===== config.mk =====
export PLATFORM = sky130hd
export DESIGN_NAME = alu_accumulator_ctrl
export DESIGN_NICKNAME = d
export VERILOG_FILES = /design/src/rtl/alu_accumulator_ctrl.sv
export SDC_FILE = /design/constraint.sdc
export NUM_CORES = 1
export LEC_CHECK = 0
export CAP_MARGIN = 15
export CORE_MARGIN = 2
export CORE_UTILIZATION = 36
export DETAILED_ROUTE_END_ITERATION = 8
export GPL_TIMING_DRIVEN = 1
export PLACE_DENSITY = 0.76
export SLEW_MARGIN = 40
export SYNTH_ARGS = -nofsm -noshare
export SYNTH_HDL_FRONTEND = slang
export SYNTH_SLANG_ARGS = --single-unit

===== constraint.sdc =====
create_clock -name clk -period 1.7 [get_ports clk]
set_clock_uncertainty 0.15 [all_clocks]
set_input_delay 0.425 -clock clk [delete_from_list [all_inputs] [get_ports clk]]
set_output_delay 0.425 -clock clk [all_outputs]
set_load 0.005 [all_outputs]

===== src/rtl/alu_accumulator_ctrl.sv =====
// Command front-end for a combinational 16-bit ALU: accepts a command, runs it
// cmd_count+1 times with the accumulator fed back as operand A, then presents the result.
// Optional build macro: EARLY_EXIT_EN (leave EXEC on the first zero ALU result).
module alu_accumulator_ctrl #(
  parameter int WIDTH = 16,
  parameter int CNT_W = 4
) (
  input  logic             clk,
  input  logic             rst,
  input  logic             cmd_valid,
  output logic             cmd_ready,
  input  logic             cmd_load,
  input  logic [2:0]       cmd_func,
  input  logic [WIDTH-1:0] cmd_operand,
  input  logic             cmd_cin,
  input  logic [CNT_W-1:0] cmd_count,
  output logic [WIDTH-1:0] alu_a,
  output logic [WIDTH-1:0] alu_b,
  output logic             alu_cin,
  output logic [2:0]       alu_func,
  input  logic [WIDTH-1:0] alu_w,
  input  logic             alu_zero,
  input  logic             alu_neg,
  output logic [WIDTH-1:0] acc,
  output logic             flag_z,
  output logic             flag_n,
  output logic             res_valid,
  input  logic             res_ready
);

  typedef enum logic [1:0] {
    S_IDLE,
    S_EXEC,
    S_RESULT
  } state_t;

  localparam logic [CNT_W-1:0] cnt_one = CNT_W'(1);

  state_t           state;
  state_t           state_nxt;
  logic [WIDTH-1:0] op_b;
  logic [2:0]       func_q;
  logic             cin_q;
  logic [CNT_W-1:0] remaining;
  logic             accept;
  logic             exec_now;
  logic             early_exit;

`ifdef EARLY_EXIT_EN
  assign early_exit = alu_zero;
`else
  assign early_exit = 1'b0;
`endif

  always_ff @(posedge clk) begin
    if (rst) state <= S_IDLE;
    else     state <= state_nxt;
  end

  // NOTE: every signal written here gets a default first, so no path leaves one unassigned (no latch).
  always_comb begin
    state_nxt = state;
    cmd_ready = 1'b0;
    res_valid = 1'b0;
    accept    = 1'b0;
    exec_now  = 1'b0;
    case (state)
      S_IDLE: begin
        cmd_ready = 1'b1;
        accept    = cmd_valid;
        if (cmd_valid) state_nxt = cmd_load ? S_RESULT : S_EXEC;
      end
      S_EXEC: begin
        exec_now = 1'b1;
        if (remaining == '0 || early_exit) state_nxt = S_RESULT;
      end
      S_RESULT: begin
        res_valid = 1'b1;
        if (res_ready) state_nxt = S_IDLE;
      end
      default: state_nxt = S_IDLE;
    endcase
  end

  // NOTE: state registers use non-blocking assignments so every flop samples pre-edge values.
  always_ff @(posedge clk) begin
    if (rst) begin
      acc       <= '0;
      flag_z    <= 1'b0;
      flag_n    <= 1'b0;
      op_b      <= '0;
      func_q    <= 3'd0;
      cin_q     <= 1'b0;
      remaining <= '0;
    end else begin
      if (accept) begin
        op_b      <= cmd_operand;
        func_q    <= cmd_func;
        cin_q     <= cmd_cin;
        remaining <= cmd_count;
        if (cmd_load) begin
          acc    <= cmd_operand;
          flag_z <= (cmd_operand == '0);
          flag_n <= cmd_operand[WIDTH-1];
        end
      end
      // Flags are taken from the ALU as-is; the controller never recomputes them.
      if (exec_now) begin
        acc    <= alu_w;
        flag_z <= alu_zero;
        flag_n <= alu_neg;
        if (remaining != '0) remaining <= remaining - cnt_one;
      end
    end
  end

  assign alu_a    = acc;
  assign alu_b    = op_b;
  assign alu_cin  = cin_q;
  assign alu_func = func_q;

endmodule

==> impl_metrics.toml <==
[run_status]
status = "finished, final reports clean"

[route]
drt_iter0_markers = 112
drc = 0
viasPerCell = 5.05
dr.pass1.iters = 4
vias = 2150
routedWlPerCell_um = 15.2
drt_wl_total_um = 6460
ant_nets = 0

[power_and_ir_drop]
clock_power_share_pct = 25.6
pwr-share-seq_pct = 43.9
power_density_nw_per_um2 = 794
p_leak_nw = 1.57
p_int_mw = 1.95
switchingPower_mw = 0.777
power_mw = 2.73
p_sw_share_pct = 28.5
power_frac_comb_pct = 30.5
irDropWorstVdd_mv = 0.383

[cells_and_area]
fillCellCount = 500
drive_above_1_share_pct = 25.1
multiInputGateArea_um2 = 961
fin_nets = 401
area_growth_pct = 66.8
ff_latch_area_um2 = 916
final_util_pct = 62.3
n_antenna_cell = 0

[clock_network]
root_buffer = "clkbuf_8"
clk_latency_ns = 0.30
cts.clk_slew.worst_paths_ns = 0.09
htreeDepth = 2
clock_path_buffers = 2
cts_tree = "yes"
cts_buffers = 5
cts.sinks = 44

[setup_path]
required_ns = 1.77
crit_path_cell_trace = "clkdlybuf4s50_1 > nor4_1 > buf_4 > nand4b_1 > o22ai_1"
worst_path_max_delay_cell = "clkdlybuf4s50_1"
reg2reg_from = "state[1]$_SDFFE_PP0P_"
critPathKind = "primary input to flip-flop"
max_stage_delay_ns = 0.43
r2r_end = "remaining[2]$_SDFF_PP0_"
arrival_ns = 1.70
r2r_slack_ns = 0.07
worst-path-max-fanout = 2
r2r.worst_path.cells = 4
critPathLaunch = "cmd_operand[13]"
crit_path_end_kind = "flip-flop"
crit_end = "flag_z$_SDFFE_PP0P_"
worstSetupStartpointType = "primary input"

[yosys]
ys_ff_latch = 44
syn_area_um2 = 2060
synth.distinct_cells = 38
yosysWarnings = 0
yosysSeqAreaShare_pct = 42.8
syn-instance-count = 237
async_flop_share_pct = 0
synth_largest_area_cell = "dfxtp_1"
synth_area_per_cell_um2 = 8.68
synth_most_common_cell = "dfxtp_1"
synthTopCellsByArea = "dfxtp_1 (43%), a21oi_1 (9.0%), nand2_1 (7.8%)"
netlist.area_leader.share_pct = 42.8
synthFlopType = "dfxtp_1"
syn-num-nets = 285
yosys-top-cells-count = "dfxtp_1 (44), nand2_1 (43), a21oi_1 (37), buf_4 (16)"
synth_edf_count = 0

[sta]
finalCriticalPeriod_ns = 1.63
finalHoldViolations = 0
slew_violations = 0
fmax_mhz = 614
fin_setup_tns_ns = 0
hold_ws_ns = 0.305
period_share_pct = 95.8
relSlewSlack_pct = 67.5
grt_setup_unrepaired = "false"
tightestPinTransition_ns = 0.488
finalSetupViolCount = 0

[floorplan]
start_util_pct = 37.4
fp.dieW_um = 79.6
die_h_um = 79.6
ios = 103
dieArea_um2 = 6330
core_um2 = 5510
rows = 27

[global_routing]
overflow = 0
grt_pass1_vias = 2068
grt_pass1_wl_um = 10200
grt_usage_pct = 20.9
grt_max_degree = 33
antenna_found_initial = 0

[worst_hold_path]
hp-class = "flip-flop to flip-flop"

[place]
place.gp.congestion = 0.846
io_buffers = 102
dpl.hpwl_um = 4670

[job]
max_cap_violations = 0
## per-stage QoR
stage               worst slack [ns]  instance area, um2  instances
floorplan                     0.0843                2060        237
global placement              -0.360                3210        404
detailed placement            -0.392                3210        404
CTS                         0.000757                3400        425
global route                  0.0155                3430        426
finish                        0.0711                3430        426
## worst min-delay path by stage
stage / start / to / slack [ns] / depth (start not counted)
finish: alu_func[2]$_SDFFE_PP0N_ / alu_func[2]$_SDFFE_PP0N_ / 0.30 / 2
global route: alu_b[1]$_SDFFE_PP0N_ / alu_b[1]$_SDFFE_PP0N_ / 0.33 / 2
CTS: alu_func[2]$_SDFFE_PP0N_ / alu_func[2]$_SDFFE_PP0N_ / 0.31 / 2
detailed placement: alu_b[5]$_SDFFE_PP0N_ / alu_b[5]$_SDFFE_PP0N_ / 0.30 / 2
global placement: alu_b[9]$_SDFFE_PP0N_ / alu_b[9]$_SDFFE_PP0N_ / 0.29 / 2
floorplan: alu_b[0]$_SDFFE_PP0N_ / alu_b[0]$_SDFFE_PP0N_ / 0.30 / 2
## power by group through the flow
stage / logic, mW / registers [mW] / clock network (mW)
after CTS: 0.820 / 1.19 / 0.706
after detailed placement: 0.822 / 1.21 / 0
final: 0.832 / 1.20 / 0.697
after global placement: 0.806 / 1.21 / 0
after global routing: 0.909 / 1.21 / 0.755
after floorplan: 0.379 / 1.21 / 0
## cell usage in the layout (no fill, tap or decap), types with 2 or more instances in the layout
cell type,netlist,routed
dlygate4sd2_1,0,51
clkdlybuf4s50_1,0,44
nand2_1,43,43
buf_4,16,38
a21oi_1,37,37
dfxtp_2,0,28
dfxtp_1,44,16
mux2i_1,15,15
a311oi_1,15,15
clkbuf_8,0,6
nor2_1,5,5
dlymetal6s2s_1,0,5
buf_12,0,5
nor3_1,4,4
nor4_1,4,4
inv_1,3,3
a31oi_1,3,3
o211ai_1,2,2
or3_1,2,2
a211oi_1,2,2
clkinvlp_4,0,2
clkbuf_2,1,2
## logic make-up (layout without fill, tap and decap cells)
kind of cell             after synthesis  in the layout  share of synthesized area, %
buffers and inverters                 40            157                          11.9
AO/OA/AOI/OAI                         65             65                          20.1
AND/OR/NAND/NOR                       70             70                          16.1
adder cells (fa/ha/maj)                1              1                         0.608
flip-flops                            44             44                          42.8
XOR/XNOR                               1              1                         0.426
multiplexers                          16             16                          8.03
## metal layers
layer	GRT usage, %	wire length, um	vias to the layer above
met5	0	0	-
met4	5.00	64	0
met3	6.22	588	6
met2	33.6	2960	94
met1	27.5	2850	984
li1	-	-	1066
## state kept, by name, summed over array words and instances (netlist names)
register   flops
alu_b         16
flag_n         1
alu_cin        1
flag_z         1
state          2
remaining      4
acc           16
alu_func       3
## layout make-up
cell class / instances / area share [%]
Inverter: 3 / 0.328
Multi-Input combinational cell: 153 / 28.0
Timing Repair Buffer: 146 / 39.5
Sequential cell: 44 / 26.7
Clock buffer: 6 / 2.41
Clock inverter: 2 / 0.437
Tap cell: 72 / 2.62
## timing repair
item | in CTS | in global routing
hold buffers | 0 | 0
endpoints found under the setup margin | 61 | 11
gates resized for setup | 83 | 11
pin swaps | 0 | 0
setup buffers | 13 | 1
## worst max-delay path: cells and delay by family
family / cells / cell delay (ns)
compound gates: 1 / 0.13
buf+inv: 2 / 0.62
simple gates: 2 / 0.53
Note: power is estimated with default switching activity, not from simulation.
